File: config.mk
export PLATFORM = sky130hd
export DESIGN_NAME = imem_loader
export DESIGN_NICKNAME = d
export VERILOG_FILES = /design/src/rtl/imem_loader.sv
export SDC_FILE = /design/constraint.sdc
export NUM_CORES = 1
export LEC_CHECK = 0
export BUFFER_PORTS_ARGS = -buffer_cell sky130_fd_sc_hd__buf_4
export CAP_MARGIN = 20
export CORE_MARGIN = 8
export CORE_UTILIZATION = 35
export DETAILED_ROUTE_END_ITERATION = 8
export MAX_ROUTING_LAYER = met4
export PLACE_DENSITY = 0.54
export SLEW_MARGIN = 20
export SYNTH_ARGS = -nofsm -noshare
export SYNTH_HDL_FRONTEND = slang
export SYNTH_SLANG_ARGS = --single-unit
File: constraint.sdc
create_clock -name clk -period 4.8 [get_ports clk]
set_input_delay 1.2 -clock clk [delete_from_list [all_inputs] [get_ports clk]]
set_output_delay 1.2 -clock clk [all_outputs]
set_load 0.05 [all_outputs]
File: src/rtl/imem_loader.sv
// imem_loader: boot-time writer for the CPU instruction memory.
//
// Accepts a byte stream over a valid/ready handshake. The stream starts with
// a 16-bit little-endian word count N, followed by 4*N payload bytes. The
// payload is packed into 32-bit little-endian words, and each word is written
// to consecutive word addresses starting at BASE_ADDR. The CPU is held in
// reset until all N words have been written.
//
// Ports:
//   clk         system clock, rising edge
//   reset_n     asynchronous active-low reset
//   byte_valid  source presents a byte on byte_data
//   byte_data   stream byte
//   byte_ready  loader can accept a byte this cycle
//   imem_we     one-cycle instruction-memory write strobe
//   imem_addr   byte address of the write (word aligned)
//   imem_wdata  instruction word to write
//   cpu_reset   active-high reset to the PC/CPU
//   done        program fully loaded
//   error       header rejected (N==0 or N>DEPTH_WORDS)
module imem_loader #(
  parameter logic [63:0] BASE_ADDR   = 64'h0,
  parameter int unsigned DEPTH_WORDS = 64
) (
  input  logic        clk,
  input  logic        reset_n,
  input  logic        byte_valid,
  input  logic [7:0]  byte_data,
  output logic        byte_ready,
  output logic        imem_we,
  output logic [63:0] imem_addr,
  output logic [31:0] imem_wdata,
  output logic        cpu_reset,
  output logic        done,
  output logic        error
);

  typedef enum logic [2:0] {
    S_IDLE   = 3'd0,
    S_HDR_HI = 3'd1,
    S_DATA   = 3'd2,
    S_WRITE  = 3'd3,
    S_DONE   = 3'd4,
    S_ERR    = 3'd5
  } state_t;

  state_t      r_state;
  logic [15:0] r_n;
  logic [15:0] r_widx;
  logic [1:0]  r_bidx;
  logic [31:0] r_asm;
  logic        r_we;
  logic [63:0] r_addr;
  logic [31:0] r_wdata;

  logic        w_accept;
  logic [15:0] w_n_full;
  logic        w_n_bad;
  logic [15:0] w_widx_inc;
  logic [31:0] w_asm_next;

  assign byte_ready = (r_state == S_IDLE) || (r_state == S_HDR_HI) ||
                      (r_state == S_DATA);
  assign w_accept   = byte_valid && byte_ready;

  // Header word count as it will be once the high byte lands on this edge.
  assign w_n_full   = {byte_data, r_n[7:0]};
  assign w_n_bad    = (w_n_full == 16'd0) ||
                      ({16'd0, w_n_full} > DEPTH_WORDS);
  assign w_widx_inc = r_widx + 16'd1;

  always_comb begin
    w_asm_next = r_asm;
    case (r_bidx)
      2'd0:    w_asm_next[7:0]   = byte_data;
      2'd1:    w_asm_next[15:8]  = byte_data;
      2'd2:    w_asm_next[23:16] = byte_data;
      default: w_asm_next[31:24] = byte_data;
    endcase
  end

  always_ff @(posedge clk or negedge reset_n) begin
    if (!reset_n) begin
      r_state <= S_IDLE;
      r_n     <= '0;
      r_widx  <= '0;
      r_bidx  <= '0;
      r_asm   <= '0;
      r_we    <= 1'b0;
      r_addr  <= BASE_ADDR;
      r_wdata <= '0;
    end else begin
      r_we <= 1'b0;
      case (r_state)
        S_IDLE: begin
          if (w_accept) begin
            r_n[7:0] <= byte_data;
            r_state  <= S_HDR_HI;
          end
        end
        S_HDR_HI: begin
          if (w_accept) begin
            r_n[15:8] <= byte_data;
            r_bidx    <= '0;
            r_state   <= w_n_bad ? S_ERR : S_DATA;
          end
        end
        S_DATA: begin
          if (w_accept) begin
            r_asm  <= w_asm_next;
            r_bidx <= r_bidx + 2'd1;
            if (r_bidx == 2'd3) begin
              // Outputs are registered here so they are valid throughout WRITE.
              r_we    <= 1'b1;
              r_wdata <= w_asm_next;
              r_addr  <= BASE_ADDR + {46'd0, r_widx, 2'b00};
              r_state <= S_WRITE;
            end
          end
        end
        S_WRITE: begin
          r_widx  <= w_widx_inc;
          r_bidx  <= '0;
          r_state <= (w_widx_inc == r_n) ? S_DONE : S_DATA;
        end
        S_DONE:  r_state <= S_DONE;
        S_ERR:   r_state <= S_ERR;
        default: r_state <= S_IDLE;
      endcase
    end
  end

  assign imem_we    = r_we;
  assign imem_addr  = r_addr;
  assign imem_wdata = r_wdata;
  assign cpu_reset  = (r_state != S_DONE);
  assign done       = (r_state == S_DONE);
  assign error      = (r_state == S_ERR);

endmodule
==> results.toml, run 1 <==
[logic_synthesis]
synth_top_area_frac = 0.5013
synth_edf_count = 0
synth_common_cells = "nand2_1 (116), dfrtp_1 (110), buf_4 (50)"
synth_cell_types = 48
synthesis.area_sq_um = 5492
avgSynthCellArea_sq_um = 10.21
async_reset_ff_frac = 1.000
synth_seq_cells = 110
ys_seq_area_frac = 0.5013
yosysMostFrequentCell = "nand2_1"
synth_area_leaders = "dfrtp_1 (50%), mux2_2 (8.8%), nand2_1 (7.9%), buf_4 (6.8%), mux2i_1 (4.4%)"
yosysWarnings = 0
synth_area_leader_cell = "dfrtp_1"
synthCells = 538
synth-main-ff-cell = "dfrtp_1"

[die]
die_y_um = 141.3
die-area_sq_um = 19950
coreArea_sq_um = 15260
boundaryPins = 112
start_util = 0.3599
die_w_um = 141.3
rows = 45

[sta]
slew_violations = 0
skew_ns = 0.006285
max_freq_ghz = 0.3542
min_period_ns = 2.823
fin_crit_sh = 0.5882
tightest_slew_ns = 0.8327
rsz0062_at_grt = "no"
tns_ns = 0
setup_violations = 0
hold_viol_final = 0
relSlewSlack = 0.4406
final.setup.worst_slack_ns = 1.977

[grt]
grt_pass1_wl_um = 20140
grt_pass1_vias = 3752
grt_use_total = 0.1284
antenna_found_initial = 0
grt_max_degree = 51
gr-total-overflow = 0

[cts]
cts-resized-gates = 0
cts_root_buf = "clkbuf_16"
cts_sinks = 110
numCtsBuffers = 9
path_clk_slew_ns = 0.07
cts_buffer_depth = 2
cts_tree = "built"
clk_latency_ns = 0.34
ctsHoldBuffers = 0
postCtsSetupBuffers = 0
cts.htree.levels = 3

[outcome]
outcome = "finished, final reports clean"

[setup_path]
crit_path_max_fanout = 31
worstPathArrival_ns = 3.10
worstPathRequired_ns = 5.08
criticalPathCategory = "in2reg"
start_kind = "input port"
cp-end-kind = "flip-flop"

[drt]
drt-initial-drc-count = 111
drc_errors = 0
totalWireLength_um = 12360
first_pass_iters = 4
vias = 3673
postRouteAntennaNets = 0
routedWlPerCell_um = 15.54
via_per_inst = 4.620

[final_layout]
nFillCells = 1487
finish.utilization = 0.4085
final-seq-area_sq_um = 2753
diodes = 0
multi_input_area_sq_um = 2386
final_nets = 595
drive_gt1_frac = 0.2277
syn_to_final_growth_pct = 13.51

[placed_design]
port_buffers = 63
dp_hpwl_um = 8858
place_congestion = 0.7914
dp_slack_ns = 1.612

[flow_run]
drv_cap = 0

[power_and_ir_drop]
leakage_nw = 3.045
powerDensity_nw_per_um2 = 314.2
vdd_drop_max_mv = 0.1891

[min_path]
hold_path_class = "reg2reg"
==> cell usage in the layout (no fill, tap or decap), types with 3 or more instances in the layout <==
cell       instances
a31oi_1            5
and3_1             3
buf_4             66
clkbuf_16          9
conb_1            48
dfrtp_1          110
ha_1               5
inv_1              7
mux2_2            43
mux2i_1           24
nand2_1          115
nand3_1           15
nand4_1            3
nor2_1            13
nor3_1             5
nor4_1             3
o21ai_0           30
or3_1              3
xnor2_1           27
xor2_1            11
==> cell type report <==
class	instances	area share
sequential	110	0.4416
inverter	7	0.004215
clock inverter	5	0.009033
multi-input combinational	385	0.3828
timing repair buffer	66	0.07949
tap	211	0.04235
clock buffer	11	0.04055
==> power breakdown <==
part	total, mW	internal (mW)	leakage [nW]	switching (mW)
logic	0.219	0.0600	1.39	0.159
registers	0.970	0.947	1.50	0.0228
clock network	0.770	0.434	0.152	0.336
==> registers in the layout, indices dropped and copies added, names as in the netlist <==
register    flops
r_asm          24
r_widx         16
r_bidx          2
r_state         3
r_n            16
imem_wdata     32
imem_addr      16
imem_we         1
==> final timing paths <==
check | cells past startpoint | startpoint | slack [ns] | endpoint
max in group asynchronous | 2 | reset_n | 3.05 | r_widx[9]
min in group asynchronous | 1 | reset_n | 0.77 | imem_wdata[12]
worst min register to register | 2 | imem_addr[13] | 0.48 | imem_addr[13]
worst max-delay path | 7 | byte_valid | 1.98 | imem_addr[3]
worst min-delay path | 2 | imem_addr[13] | 0.48 | imem_addr[13]
worst max register to register | 6 | r_state[2] | 2.25 | imem_addr[3]
==> cells by family after synthesis <==
family | count (synthesis) | synth area share
compound gates | 48 | 0.05195
flops | 110 | 0.5013
buf+inv | 90 | 0.09775
xor+xnor | 38 | 0.06061
simple gates | 179 | 0.1445
mux | 67 | 0.1319
fa+ha+maj | 5 | 0.01139
other cells | 1 | 0.0006829
==> critical path, stage by stage <==
cell and delay [ns]:
buf_4 0.11, nand2b_1 0.09, nor3_2 0.34, nand2_2 0.45, inv_1 0.68, nand2_1 0.13
nand2_1 0.08
==> metal layers <==
layer,track usage,share of wire,routed length (um),up-vias
li1,-,-,-,1772
met1,0.1657,0.47,5774,1795
met2,0.2023,0.47,5775,97
met3,0.02415,0.053,654,9
met4,0.03846,0.012,153,0
met5,-,0,0,-
==> stage by stage <==
step                      std cells  cell area [sq um]  power, mW  hold WS (ns)
after detailed placement        779               5919      1.208        0.4694
after floorplan                 585               5668      1.184        0.4787
final                           795               6233      1.958        0.4849
after global routing            795               6233      2.041        0.5117
after CTS                       795               6228      1.986        0.4879
after global placement          779               5919      1.203        0.4661
Note: power is estimated with default switching activity, not from simulation.
==> run 2: changes to the inputs <==
--- a/config.mk
+++ b/config.mk
@@ -5,13 +5,14 @@
 export SDC_FILE = /design/constraint.sdc
 export NUM_CORES = 1
 export LEC_CHECK = 0
+export ABC_AREA = 1
 export BUFFER_PORTS_ARGS = -buffer_cell sky130_fd_sc_hd__buf_4
 export CAP_MARGIN = 20
 export CORE_MARGIN = 8
 export CORE_UTILIZATION = 35
 export DETAILED_ROUTE_END_ITERATION = 8
 export MAX_ROUTING_LAYER = met4
-export PLACE_DENSITY = 0.54
+export PLACE_DENSITY = 0.56
 export SLEW_MARGIN = 20
 export SYNTH_ARGS = -nofsm -noshare
 export SYNTH_HDL_FRONTEND = slang
==> constraint.sdc (replaced) <==
create_clock -name clk -period 2.5 [get_ports clk]
set_input_delay 0.625 -clock clk [delete_from_list [all_inputs] [get_ports clk]]
set_output_delay 0.625 -clock clk [all_outputs]
set_load 0.05 [all_outputs]
==> results.toml, run 2 <==
[outcome]
outcome = "finished, final reports clean"

[drt]
postRouteAntennaNets = 0
routedWlPerCell_um = 13.46
drt-initial-drc-count = 359
first_pass_iters = 5
via_per_inst = 4.500
drc_errors = 0
totalWireLength_um = 14100
vias = 4716

[cts]
ctsHoldBuffers = 0
cts_buffer_depth = 2
cts_tree = "built"
clk_latency_ns = 0.36
cts_sinks = 110
path_clk_slew_ns = 0.07
cts-resized-gates = 0
numCtsBuffers = 9
cts_root_buf = "clkbuf_16"
cts.htree.levels = 3
postCtsSetupBuffers = 0

[logic_synthesis]
synth_compound_area_frac = 0.1004
synth-xor-area-share = 0.003009
synth-main-ff-cell = "dfrtp_1"
synth_area_leader_cell = "dfrtp_1"
synth_top_area_frac = 0.4728
synthCells = 765
synthMuxAreaShare = 0
yosysWarnings = 0
synth_fa_ha_area_frac = 0.01075
avgSynthCellArea_sq_um = 7.610
ys_seq_area_frac = 0.4728
synth_edf_count = 0
yosysMostFrequentCell = "nand2_1"
synth_cell_types = 33
synth_area_leaders = "dfrtp_1 (47%), nand2_1 (16%), o21ai_0 (8.1%), buf_4 (6.2%), inv_1 (5.7%)"
async_reset_ff_frac = 1.000
synth_top_family_by_area = "simple AND/OR/NAND/NOR gates"
yosys.area_share.simple = 0.2719
synth_common_cells = "nand2_1 (254), dfrtp_1 (110), o21ai_0 (94)"
synthesis.area_sq_um = 5822
synth_seq_cells = 110

[setup_path]
worstPathArrival_ns = 2.24
start_kind = "flip-flop"
criticalPathCategory = "reg2reg"
cp-end-kind = "flip-flop"
r2r_setup_slack_ns = 0.51
worstPathRequired_ns = 2.75
crit_path_max_fanout = 7

[final_layout]
nFillCells = 1725
layout_commonest_cell = "nand2_1"
final_area_sq_um = 6685
final_cell_mix = "nand2_1 (254), dfrtp_1 (110), o21ai_0 (94), inv_1 (88), buf_4 (66)"
diodes = 0
finish.utilization = 0.4075
syn_to_final_growth_pct = 14.83
largest_reg_flops = 32
drive_gt1_frac = 0.1401
final_nets = 839

[die]
die_w_um = 145.0
rows = 47
die-area_sq_um = 21020
die_y_um = 145.0
start_util = 0.3548
coreArea_sq_um = 16410
boundaryPins = 112

[power_and_ir_drop]
powerDensity_nw_per_um2 = 965.1
leakage_nw = 3.380
vdd_drop_max_mv = 0.4624

[grt]
grt_max_degree = 49
grt_pass1_wl_um = 23920
gr-total-overflow = 0
grt_use_total = 0.1421
grt_pass1_vias = 4664
antenna_found_initial = 0

[placed_design]
place_congestion = 0.8567
placedInstanceArea_sq_um = 6391
port_buffers = 63
dp_hpwl_um = 10310

[sta]
slew_violations = 0
fin_crit_sh = 0.7945
hold_viol_final = 0
tightest_slew_ns = 0.5254
min_period_ns = 1.986
max_freq_ghz = 0.5035
skew_ns = 0.005406
setup_violations = 0
tns_ns = 0
rsz0062_at_grt = "no"
relSlewSlack = 0.6476

[flow_run]
drv_cap = 0

[min_path]
hold_path_class = "in2async"
## run 2: report_power, final
group | internal, mW | switching [mW] | leakage [nW]
combinational | 0.707 | 1.70 | 1.87
clock | 0.722 | 0.709 | 0.143
sequential | 2.28 | 0.339 | 1.37
## run 2: cell families (layout without fill, tap and decap cells)
logic type                 count (synthesis)  after routing
other                                      1             48
DFF                                      110            110
buffers and inverters                    166            182
xor gates and xnor gates                   2              2
AOI/OAI and AO/OA                        114            114
and+or+nand+nor                          367            367
adders and majority gates                  5              5
## run 2: path summary, 6_finish.rpt
kind / startpoint / endpoint / cells past startpoint
hold / removal: reset_n / imem_addr[4] / 1
hold reg to reg: imem_wdata[2] / imem_wdata[2] / 2
min in group clk: imem_wdata[2] / imem_wdata[2] / 2
setup / recovery: r_widx[0] / r_state[1] / 16
setup reg to reg: r_widx[0] / r_state[1] / 16
max in group asynchronous: reset_n / imem_wdata[9] / 2
## run 2: metrics by stage
stage,power (mW),instances,setup slack (ns),hold slack [ns]
2_1_floorplan,4.417,812,0.2088,0.3294
3_3_place_gp,5.044,1032,0.5766,0.4572
3_5_place_dp,5.066,1032,0.5106,0.4596
4_1_cts,6.516,1048,0.5135,0.2524
5_1_grt,6.928,1048,0.1916,0.2796
6_report,6.452,1048,0.5138,0.2423
## run 2: per-layer routing
metal,part of all wire,vias to the layer above,track usage
li1,-,2403,-
met1,0.49,2186,0.1852
met2,0.45,113,0.2157
met3,0.049,14,0.03545
met4,0.013,0,0.03893
met5,0,-,-
## run 2: final cells by class
class / instances / area, sq um / area share
well taps: 220 / 275.3 / 0.04118
clock buffers: 10 / 239.0 / 0.03575
repair buffers: 70 / 575.6 / 0.08609
multi-input cells: 536 / 2427 / 0.3631
flip-flops and latches: 110 / 2753 / 0.4118
clock inverters: 6 / 55.05 / 0.008235
inverters: 96 / 360.3 / 0.05390
## run 2: worst max-delay path: stages (launching register included)
cell	delay (ns)
dfrtp_1	0.51
ha_1	0.28
nand3_2	0.13
nor2_4	0.14
nand2_1	0.06
nand2_1	0.11
inv_1	0.06
nand2_2	0.06
nand2_1	0.06
nor2_2	0.07
nand2_1	0.06
nor2_1	0.08
nand2_1	0.06
nand2_1	0.06
nand2_1	0.05
nand2_1	0.05
nand2_1	0.04
==> run 3: changes to the inputs <==
==> constraint.sdc (replaced) <==
create_clock -name clk -period 1.65 [get_ports clk]
set_input_delay 0.4125 -clock clk [delete_from_list [all_inputs] [get_ports clk]]
set_output_delay 0.4125 -clock clk [all_outputs]
set_load 0.05 [all_outputs]
==> results.toml, run 3 (synthesized netlist as in run 2, its figures left out) <==
[drt]
postRouteAntennaNets = 0
drt-initial-drc-count = 290
routedWlPerCell_um = 13.65
via_per_inst = 4.424
drc_errors = 0
totalWireLength_um = 15270
vias = 4950
first_pass_iters = 4

[final_layout]
final_cell_mix = "nand2_1 (221), buf_4 (120), dfrtp_1 (106), inv_1 (85), o21ai_0 (85)"
final_nets = 910
diodes = 0
largest_reg_flops = 32
final-seq-area_sq_um = 2758
layout_commonest_cell = "nand2_1"
multi_input_area_sq_um = 2653
drive_gt1_frac = 0.2792
syn_to_final_growth_pct = 31.33
nFillCells = 1653

[power_and_ir_drop]
powerDensity_nw_per_um2 = 1371
leakage_nw = 3.820
vdd_drop_max_mv = 0.6747
finalPower_mw = 10.48

[cts]
cts_root_buf = "clkbuf_16"
cts_buffer_depth = 2
clk_latency_ns = 0.36
cts_sinks = 110
path_clk_slew_ns = 0.07
cts_tree = "built"
cts.htree.levels = 3
numCtsBuffers = 9

[setup_path]
worst-path-buf-inv = 6
cp_slowest_cell = "dfrtp_1"
start_kind = "flip-flop"
cpLargestDelayFamily = "buffers and inverters"
criticalPathCategory = "reg2reg"
slowest_delay_ns = 0.40
cpMostUsedCell = "nor2_4"
worstPathRequired_ns = 1.89
worstPathArrival_ns = 2.07
crit_path_max_fanout = 8
cp-end-kind = "flip-flop"
path_cells = "buf_6 -> nor2_4 -> inv_2 -> nor2_4 -> inv_2 -> nor2_4 -> inv_4 -> nor2_8 -> clkinv_8 -> clkbuf_16 -> nand2_2 -> o21ai_0"

[sta]
min_period_ns = 1.822
slew_violations = 0
setup_violations = 54
rsz0062_at_grt = "yes"
final.setup.worst_slack_ns = -0.1722
hold_viol_final = 0
skew_ns = 0.009088
max_freq_ghz = 0.5488
fin_crit_sh = 1.104

[die]
die_w_um = 145.0
boundaryPins = 112
start_util = 0.3548
die_y_um = 145.0
rows = 47
coreArea_sq_um = 16410
die-area_sq_um = 21020

[grt]
grt_pass1_vias = 4791
antenna_found_initial = 0
gr-total-overflow = 0
grt_use_total = 0.1454
grt_max_degree = 49
grt_pass1_wl_um = 24520

[placed_design]
dp_slack_ns = -0.1524
dp_hpwl_um = 11040
port_buffers = 63
place_congestion = 0.8272

[min_path]
hold_path_class = "in2reg"

[outcome]
failed_checks = "negative setup slack"
outcome = "finished with violations"

[flow_run]
drv_cap = 0
-- run 3: through the flow --
| step | TNS, ns | utilization | hold slack [ns] | cells | area [sq um] |
|---|---|---|---|---|---|
| 6_report | -6.629 | 0.4660 | 0.3827 | 1119 | 7646 |
| 5_1_grt | -12.03 | 0.4660 | 0.3952 | 1119 | 7646 |
| 4_1_cts | -0.3239 | 0.4444 | 0.3714 | 1112 | 7292 |
| 3_5_place_dp | -0.2818 | 0.4182 | 0.3646 | 1089 | 6862 |
| 3_3_place_gp | -0.2591 | 0.4182 | 0.3526 | 1089 | 6862 |
| 2_1_floorplan | 0 | - | 0.1169 | 812 | 6028 |
-- run 3: metal layers --
| layer | part of all wire | vias to the layer above | GRT usage |
|---|---|---|---|
| li1 | - | 2559 | - |
| met1 | 0.48 | 2280 | 0.1903 |
| met2 | 0.46 | 98 | 0.2154 |
| met3 | 0.050 | 13 | 0.04260 |
| met4 | 0.012 | 0 | 0.03893 |
| met5 | 0 | - | - |
-- run 3: final cells by class --
| cell class | instances | share of cell area |
|---|---|---|
| clock buffer | 9 | 0.02946 |
| clock inverter | 7 | 0.01325 |
| inverter | 96 | 0.04909 |
| multi-input combinational | 536 | 0.3469 |
| sequential | 110 | 0.3607 |
| tap | 220 | 0.03600 |
| timing repair buffer | 141 | 0.1646 |
-- run 3: path summary, 6_finish.rpt --
kind | end | startpoint | slack (ns) | cells past startpoint
max in group asynchronous | r_n[15] | reset_n | 0.62 | 3
setup / recovery | imem_addr[11] | r_state[2] | -0.17 | 12
min in group asynchronous | r_widx[4] | reset_n | 0.52 | 2
hold reg to reg | imem_wdata[21] | imem_wdata[21] | 0.47 | 2
hold / removal | r_n[6] | byte_data[6] | 0.38 | 3
setup reg to reg | imem_addr[11] | r_state[2] | -0.17 | 12
-- run 3: worst min-delay path: cells and delay by family --
| kind | cells | cell delay (ns) |
|---|---|---|
| AOI/OAI and AO/OA | 1 | 0.08 |
| buffers and inverters | 2 | 0.20 |
-- run 3: repair_timing --
item                                   CTS  global route
endpoints found under the hold margin   17             0
setup buffers                            6             2
setup endpoints to repair                6            79
pin swaps                                7             6
hold buffers                             1             0
gates resized for setup                 17            84
gates cloned                             0             5
-- run 3: power breakdown --
group          switching [mW]  internal (mW)  leakage, nW
combinational            2.76           1.41         2.30
clock                    1.12           1.23        0.156
sequential              0.501           3.46         1.36
total                    4.38           6.10         3.82
